==> src/rtl/sobel_scan_ctrl.sv <==
// sobel_scan_ctrl - raster-scan sequencer for the Sobel datapath.
//
// Walks every interior pixel of a W x H image. For each one it fetches the
// 3x3 neighbourhood into the window register file, pulses calc_start, waits
// for calc_done and then writes the result to the output buffer in raster order.
//
// Build option: SCAN_COL_REUSE_EN. When it is defined, a pixel that continues
// along the same row shifts the window left (win_shift) and fetches only the
// new right-hand column (slots 2,5,8). When it is undefined, every pixel
// fetches all nine slots and win_shift stays 0.
//
// Ports:
//   clk, rst                 clock and synchronous active-high reset
//   start, img_w, img_h      frame start and dimensions, latched in IDLE
//   rd_req/rd_addr/rd_ack    pixel memory read handshake
//   load_en, win_idx         write read data into window slot win_idx
//   win_shift                shift window one column left (reuse build only)
//   calc_start, calc_done    gradient compute handshake
//   wr_req/wr_addr/wr_ack    result buffer write handshake
//   busy, done               status: not idle / end-of-frame pulse
//
// state   | meaning
// --------+-----------------------------------------------
// IDLE    | waiting for start
// FETCH   | reading window slot k until rd_ack
// CALC    | calc_start on first cycle, then wait calc_done
// WRITE   | writing result until wr_ack
// ADVANCE | step col/row, decide next pixel or end of frame
// DONE    | one-cycle done pulse
module sobel_scan_ctrl #(
  parameter int CNT_W  = 8,
  parameter int ADDR_W = 16
) (
  input  logic              clk,
  input  logic              rst,
  input  logic              start,
  input  logic [CNT_W-1:0]  img_w,
  input  logic [CNT_W-1:0]  img_h,
  output logic              rd_req,
  output logic [ADDR_W-1:0] rd_addr,
  input  logic              rd_ack,
  output logic              load_en,
  output logic [3:0]        win_idx,
  output logic              win_shift,
  output logic              calc_start,
  input  logic              calc_done,
  output logic              wr_req,
  output logic [ADDR_W-1:0] wr_addr,
  input  logic              wr_ack,
  output logic              busy,
  output logic              done
);

  typedef enum logic [2:0] {
    S_IDLE, S_FETCH, S_CALC, S_WRITE, S_ADVANCE, S_DONE
  } state_t;

  localparam logic [CNT_W-1:0]  C_ONE   = 1;
  localparam logic [CNT_W-1:0]  C_TWO   = 2;
  localparam logic [CNT_W-1:0]  C_THREE = 3;
  localparam logic [ADDR_W-1:0] A_ONE   = 1;
  localparam logic [ADDR_W-1:0] A_TWO   = 2;
  localparam logic [3:0]        K_LAST  = 4'd8;

  state_t            state_q, state_d;
  logic [CNT_W-1:0]  w_q, h_q, row_q, col_q;
  logic [3:0]        k_q;
  logic              calc_wait_q;  // set after the first CALC cycle
  logic              reuse_q;      // current pixel fetches only the new column

  logic              too_small, row_end, frame_end;
  logic [1:0]        win_dr, win_dc;
  logic [ADDR_W-1:0] rd_addr_calc, wr_addr_calc;

  assign too_small = (img_w < C_THREE) || (img_h < C_THREE);
  assign row_end   = (col_q == w_q - C_TWO);
  assign frame_end = row_end && (row_q == h_q - C_TWO);

  always_comb begin
    win_dr = 2'd0;
    win_dc = 2'd0;
    case (k_q)
      4'd0: begin win_dr = 2'd0; win_dc = 2'd0; end
      4'd1: begin win_dr = 2'd0; win_dc = 2'd1; end
      4'd2: begin win_dr = 2'd0; win_dc = 2'd2; end
      4'd3: begin win_dr = 2'd1; win_dc = 2'd0; end
      4'd4: begin win_dr = 2'd1; win_dc = 2'd1; end
      4'd5: begin win_dr = 2'd1; win_dc = 2'd2; end
      4'd6: begin win_dr = 2'd2; win_dc = 2'd0; end
      4'd7: begin win_dr = 2'd2; win_dc = 2'd1; end
      4'd8: begin win_dr = 2'd2; win_dc = 2'd2; end
      default: begin win_dr = 2'd0; win_dc = 2'd0; end
    endcase
  end

  // Unsigned arithmetic, wrapping modulo 2^ADDR_W.
  assign rd_addr_calc = (ADDR_W'(row_q) + ADDR_W'(win_dr) - A_ONE) * ADDR_W'(w_q)
                        + ADDR_W'(col_q) + ADDR_W'(win_dc) - A_ONE;
  assign wr_addr_calc = (ADDR_W'(row_q) - A_ONE) * (ADDR_W'(w_q) - A_TWO)
                        + ADDR_W'(col_q) - A_ONE;

  always_comb begin
    state_d    = state_q;
    rd_req     = 1'b0;
    rd_addr    = '0;
    load_en    = 1'b0;
    win_idx    = 4'd0;
    win_shift  = 1'b0;
    calc_start = 1'b0;
    wr_req     = 1'b0;
    wr_addr    = '0;
    done       = 1'b0;
    busy       = (state_q != S_IDLE);
    case (state_q)
      S_IDLE: begin
        if (start) state_d = too_small ? S_DONE : S_FETCH;
      end
      S_FETCH: begin
        rd_req  = 1'b1;
        rd_addr = rd_addr_calc;
        win_idx = k_q;
        load_en = rd_ack;
        if (rd_ack && (k_q == K_LAST)) state_d = S_CALC;
      end
      S_CALC: begin
        calc_start = !calc_wait_q;
        if (calc_wait_q && calc_done) state_d = S_WRITE;
      end
      S_WRITE: begin
        wr_req  = 1'b1;
        wr_addr = wr_addr_calc;
        if (wr_ack) state_d = S_ADVANCE;
      end
      S_ADVANCE: begin
`ifdef SCAN_COL_REUSE_EN
        win_shift = !row_end;
`endif
        state_d = frame_end ? S_DONE : S_FETCH;
      end
      S_DONE: begin
        done    = 1'b1;
        state_d = S_IDLE;
      end
      default: state_d = S_IDLE;
    endcase
  end

  always_ff @(posedge clk) begin
    if (rst) begin
      state_q     <= S_IDLE;
      w_q         <= '0;
      h_q         <= '0;
      row_q       <= '0;
      col_q       <= '0;
      k_q         <= 4'd0;
      calc_wait_q <= 1'b0;
      reuse_q     <= 1'b0;
    end else begin
      state_q     <= state_d;
      calc_wait_q <= 1'b0;
      case (state_q)
        S_IDLE: begin
          if (start) begin
            w_q     <= img_w;
            h_q     <= img_h;
            row_q   <= C_ONE;
            col_q   <= C_ONE;
            k_q     <= 4'd0;
            reuse_q <= 1'b0;
          end
        end
        S_FETCH: begin
          // Both fetch orders end on slot 8, which hands over to CALC.
          if (rd_ack) k_q <= reuse_q ? k_q + 4'd3 : k_q + 4'd1;
        end
        S_CALC: calc_wait_q <= 1'b1;
        S_ADVANCE: begin
          if (row_end) begin
            col_q   <= C_ONE;
            row_q   <= row_q + C_ONE;
            k_q     <= 4'd0;
            reuse_q <= 1'b0;
          end else begin
            col_q <= col_q + C_ONE;
`ifdef SCAN_COL_REUSE_EN
            k_q     <= 4'd2;
            reuse_q <= 1'b1;
`else
            k_q     <= 4'd0;
            reuse_q <= 1'b0;
`endif
          end
        end
        default: ;
      endcase
    end
  end

endmodule

==> config.mk <==
export PLATFORM = sky130hd
export DESIGN_NAME = sobel_scan_ctrl
export DESIGN_NICKNAME = d
export VERILOG_FILES = /design/src/rtl/sobel_scan_ctrl.sv
export SDC_FILE = /design/constraint.sdc
export NUM_CORES = 1
export LEC_CHECK = 0
export BUFFER_PORTS_ARGS = -buffer_cell sky130_fd_sc_hd__buf_2
export CAP_MARGIN = 25
export CORE_ASPECT_RATIO = 1.25
export CORE_MARGIN = 10
export CORE_UTILIZATION = 65
export CTS_BUF_LIST = sky130_fd_sc_hd__clkbuf_4 sky130_fd_sc_hd__clkbuf_8 sky130_fd_sc_hd__clkbuf_16
export DETAILED_ROUTE_END_ITERATION = 6
export PLACE_DENSITY = 0.95
export SLEW_MARGIN = 20
export SYNTH_ARGS = -nofsm -noshare
export SYNTH_HDL_FRONTEND = slang
export SYNTH_SLANG_ARGS = --single-unit
export TNS_END_PERCENT = 20
==> constraint.sdc <==
create_clock -name clk -period 21.4 [get_ports clk]
set_clock_uncertainty 0.2 [all_clocks]
set_input_delay 2.14 -clock clk [delete_from_list [all_inputs] [get_ports clk]]
set_output_delay 2.14 -clock clk [all_outputs]
set_load 0.02 [all_outputs]
Word level (Yosys, flattened, before mapping)
Memories as Yosys holds them, arrays and structs flattened. A register that Yosys moved wholly into a read port is not among the register bits.
Index checks and enable logic that the tools add are counted.
W data, S select, Z words.
{"block": "op_classes", "addsub": 15, "mul": 2, "n_div": 0, "n_lt_le_gt_ge": 2, "n_eq_ne": 14, "shift": 0, "n_mux": 29, "bitwise": 0, "reduce_logical": 14}
{"operator": "$add A16 B8 Y16", "n": 2}
{"operator": "$mux W16", "n": 2}
{"operator": "$pmux W8 S2", "n": 2}
{"operator": "$sub A16 B1 Y16 const B", "n": 2}
{"operator": "$mux W4", "n": 6}
{"operator": "$mux W8", "n": 3}
{"operator": "$mux W3", "n": 6}
{"operator": "$add A16 B2 Y16", "n": 1}
{"operator": "$add A8 B1 Y8 const B", "n": 2}
{"operator": "$eq A8 B8 Y1", "n": 2}
{"operator": "$lt A8 B2 Y1 const B", "n": 2}
{"operator": "$mul A10 B9 Y16", "n": 1}
{"operator": "$mul A9 B9 Y16", "n": 1}
{"operator": "$sub A8 B2 Y8 const B", "n": 2}
{"operator": "$pmux W3 S5", "n": 1}
{"operator": "$ne A2 B2 Y1 const B", "n": 6}
{"operator": "$pmux W4 S3", "n": 1}
{"operator": "$sub A9 B1 Y10 const B", "n": 1}
{"operator": "$add A8 B2 Y9", "n": 1}
{"operator": "$sub A8 B1 Y9 const B", "n": 1}
{"operator": "$sub A8 B2 Y9 const B", "n": 1}
{"operator": "$mux W1", "n": 7}
{"operator": "$eq A3 B2 Y1 const B", "n": 2}
{"operator": "$eq A3 B3 Y1 const B", "n": 2}
{"operator": "other kinds (14)", "n": 19}
{"block": "word_totals", "ff_bits": 41, "latchBits": 0, "mem_bits_rw": 0, "rom_bits": 64, "inputBits": 22, "out_inout_bits": 43, "word_cells": 85, "mem_count": 1}
{"name": "(name not given)", "depth": 16, "width": 4, "rd": 1, "rd_clocked_by_memory_dff": 1, "write_ports": 0, "line": "82", "rtl": "case (k_q)"}

Logic depth before layout (Yosys ltp)
{"block": "depth", "ltp_word": 7, "mapped_depth": 27, "mapped_depth_nobuf": 26}

Worst setup path after synthesis
No wires, ideal clock.
{"block": "synth_path", "kind": "flip-flop to output port", "start": "register row_q[0]", "end": "output rd_addr[14]", "arrival_time_ns": 6.670, "path_slack_ns": 12.390, "stages_incl_launch_ff": 26, "cell_sequence": "dfxtp_1 > buf_2 > inv_1 > ha_1 > inv_1 > ha_1 > fa_1 > nor2b_1 > o2111a_1 > a211oi_2 > nand2_1 > fa_1 > inv_1 > fa_1 > fa_1 > fa_1 > inv_1 > fa_1 > inv_1 > ha_1 > a21o_1 > a21o_1 > a2111oi_0 > o31ai_1 > xnor2_1 > nor2_1"}
{"block": "synth_between", "elab_chain_cells": 7}
{"element": "start, declared", "line": "66", "rtl": "logic [CNT_W-1:0] w_q, h_q, row_q, col_q;"}
{"element": "start signal, assigned", "line": "180", "rtl": "row_q <= row_q + C_ONE;"}
{"element": "$add A8 B2 Y9", "line": "97", "rtl": "assign rd_addr_calc = (ADDR_W'(row_q) + ADDR_W'(win_dr) - A_ONE) * ADDR_W'(w_q)"}
{"element": "$sub A9 B1 Y10", "line": "97"}
{"element": "$mul A10 B9 Y16", "line": "97"}
{"element": "$add A16 B8 Y16", "line": "98", "rtl": "+ ADDR_W'(col_q) + ADDR_W'(win_dc) - A_ONE;"}
{"element": "$add A16 B2 Y16", "line": "98"}
{"element": "$sub A16 B1 Y16", "line": "98"}
{"element": "$mux W16", "line": "114", "rtl": "case (state_q)"}
{"element": "end, declared", "line": "40", "rtl": "output logic [ADDR_W-1:0] rd_addr,"}
Every way passes these cells.

Worst setup path after layout
Same ends and word-level chain as after synthesis.

==> out/metrics.yaml <==
final_layout:
  layout-drive-gt1-share_pct: 7.60
  seq_area_um2: 881
  layout_commonest_cell: "inv_1"
  multiInputGateArea_mm2: 0.00797
  area_delta_synth_final_pct: 5.53
  mostFrequentLayoutCells: "244 x inv_1, 157 x fa_1, 147 x nand2_1"
  nFillCells: 1027
  antenna_cells: 0
  final_net_count: 1505
timing:
  tightest_slew_ps: 948
  slew-limit-headroom_pct: 36.6
  finalCritPeriodShare_pct: 48.3
  fin_setup_tns_ps: 0
  finalHoldViolations: 0
  period_needed_ps: 10330
  fmax_ghz: 0.0968
  drv_slew: 0
  rsz0062_at_grt: "no"
  finalSetupViolCount: 0
worst_setup_path:
  worstPathRequired_ps: 19060
  startpoint: "row_q[0]"
  r2r_cells: 10
  start_kind: "register"
  crit_top_cell: "fa_1"
  crit_path_max_incr_delay_ps: 730
  rr_startpoint: "w_q[1]"
  rrSetupSlack_ps: 17560
  slowest_stage: "xnor2_1"
  crit_fanout: 12
  timing.rr.end: "row_q[4]"
  critPathCaptureType: "output port"
  endpoint: "rd_addr[14]"
  worstSetupPathType: "register to output port"
  arrival_ps: 7990
floorplanning:
  initial_core_util_pct: 66.3
  die_w_um: 130
  dieArea_mm2: 0.0206
  coreArea_mm2: 0.0150
  ios: 65
  rows: 50
  die_h_um: 158
clocking:
  worstSkewPairLatency_ps: 290
  path_clk_slew_ps: 70
  cts_buffers: 5
  h-tree-depth: 2
  clockBufferDepth: 2
  clkSinkCount: 44
  cts.repair.resized: 0
  cts_setup_buffers: 0
  clockRootBuffer: "clkbuf_16"
  cts_tree: "yes"
  cts_hold_buf: 0
grt:
  met3_usage_pct: 2.98
  grt_usage_pct: 24.5
  grt_pass1_wl_mm: 40.7
  antenna_found_initial: 0
  grt_overflow: 0
  grt_pass1_vias: 8806
  use_met1_pct: 26.2
  grt_max_degree: 30
  grt_use_met2_pct: 45.6
  busiest_layer: "met2"
detailed_routing:
  initialDrtViolationCount: 589
  routed_wl_mm: 24.6
  dr.pass1.iters: 7
  drtAntennaViolNets: 0
  num_vias: 8265
  viasPerCell: 5.88
  routedWlPerCell_um: 17.5
  drcViolationCount: 0
synth:
  synth_top_cell_area_share_pct: 31.7
  synth_flop_cell: "dfxtp_1"
  async_flop_share_pct: 0
  syn_area_mm2: 0.00991
  syn_inst: 1186
  synth-seq-cells: 44
  post-synth-top-area-cell: "fa_1"
  yosys_warnings: 0
  ys_types: 69
  synth_edf_count: 0
  seq_area_frac_synth_pct: 8.89
  syn_nets: 1468
  yosys-top-cells-area: "fa_1 32%, ha_1 13%, inv_1 9.2%"
  syn_area_per_cell_um2: 8.35
placement:
  place_hpwl_mm: 20.1
  io_buffers: 63
  gp_congestion: 0.955
run:
  maxCapViolations: 0
hold_path:
  hold_class: "register to register"
outcome:
  status: "finished clean"
==> flip-flops by register name, summed over array words and instances, names as in the netlist <==
signal and count:
state_q 3, row_q 8, k_q 4, win_dc 2, col_q 8, calc_wait_q 1
win_dr 2, w_q 8, h_q 8
==> how the worst min path moves through the flow <==
stage / start / endpoint / slack [ps] / cells past startpoint
finish: h_q[7] / h_q[7] / 280 / 2
global route: h_q[7] / h_q[7] / 290 / 2
CTS: h_q[7] / h_q[7] / 280 / 2
detailed placement: h_q[7] / h_q[7] / 270 / 2
global placement: h_q[7] / h_q[7] / 260 / 2
floorplan: h_q[7] / h_q[7] / 250 / 2
==> Yosys cell counts, types with 2 or more instances <==
cell type  count
nor2b_1        6
a21oi_1       41
nand3_1       10
dfxtp_1       44
o211ai_1       5
and3b_1        2
nor3b_1        2
and3_1        11
and2_1        26
o21ai_0       24
ha_1         103
xnor3_1        5
a211oi_1       4
nor3_1        18
a21boi_0       2
o2111ai_1      3
nor3b_4        2
o21ai_1        6
a211oi_2       2
a21o_1        10
o21bai_1       5
nand2_1      147
xnor2_1       56
nand3b_1       2
inv_1        244
or2_2         12
o31ai_1        5
o21a_1         4
nand4b_1       2
fa_1         157
nor4_1         2
nand2b_1      26
clkbuf_1      30
mux2i_1        5
a41oi_1        2
or4_1          2
a2111oi_0      2
a31oi_1        5
or3_1          2
nor2_1        98
xor2_1        24
==> per-layer routing <==
| layer | share of wire, % | vias up |
|---|---|---|
| met4 | 5.2 | 0 |
| met5 | 0 | - |
| met2 | 53 | 446 |
| li1 | - | 3726 |
| met1 | 34 | 3963 |
| met3 | 7.4 | 130 |
==> per-stage QoR <==
stage | area (um2) | cells | worst slack, ps | hold WS, ps | util, %
final | 10500 | 1405 | 11070 | 280 | 69.9
after global routing | 10500 | 1405 | 10740 | 289 | 69.9
after CTS | 10500 | 1405 | 11210 | 276 | 69.9
after detailed placement | 10300 | 1398 | 11600 | 267 | 69.0
after global placement | 10300 | 1398 | 11950 | 259 | 69.0
after floorplan | 9910 | 1186 | 12390 | 248 | -
==> cell families (layout without fill, tap and decap cells) <==
logic type | Yosys count | in the layout | synth area share (%)
DFF | 44 | 44 | 8.89
other | 1 | 1 | 0.0378
buffers and inverters | 279 | 316 | 10.7
and+or+nand+nor | 375 | 375 | 17.8
xor gates and xnor gates | 86 | 86 | 8.37
AOI/OAI and AO/OA | 135 | 135 | 8.88
muxes | 6 | 6 | 0.619
adders and majority gates | 260 | 260 | 44.7
==> layout make-up <==
cell class                 count  area share (%)
multi-input combinational    863            76.2
inverter                     245            8.80
sequential                    44            8.42
timing repair buffer          64            3.09
tap                          182            2.18
clock buffer                   6            1.27
clock inverter                 1          0.0479
==> critical path, delay by kind of cell (launching register included) <==
kind | cells | cell delay [ps]
fa+ha+maj | 9 | 3570
compound gates | 5 | 1390
xor+xnor | 2 | 890
buf+inv | 6 | 670
flops | 1 | 640
simple gates | 3 | 520
Power is not shown: default switching activity piles up to over one toggle a cycle in this logic, so the estimate is an artifact.
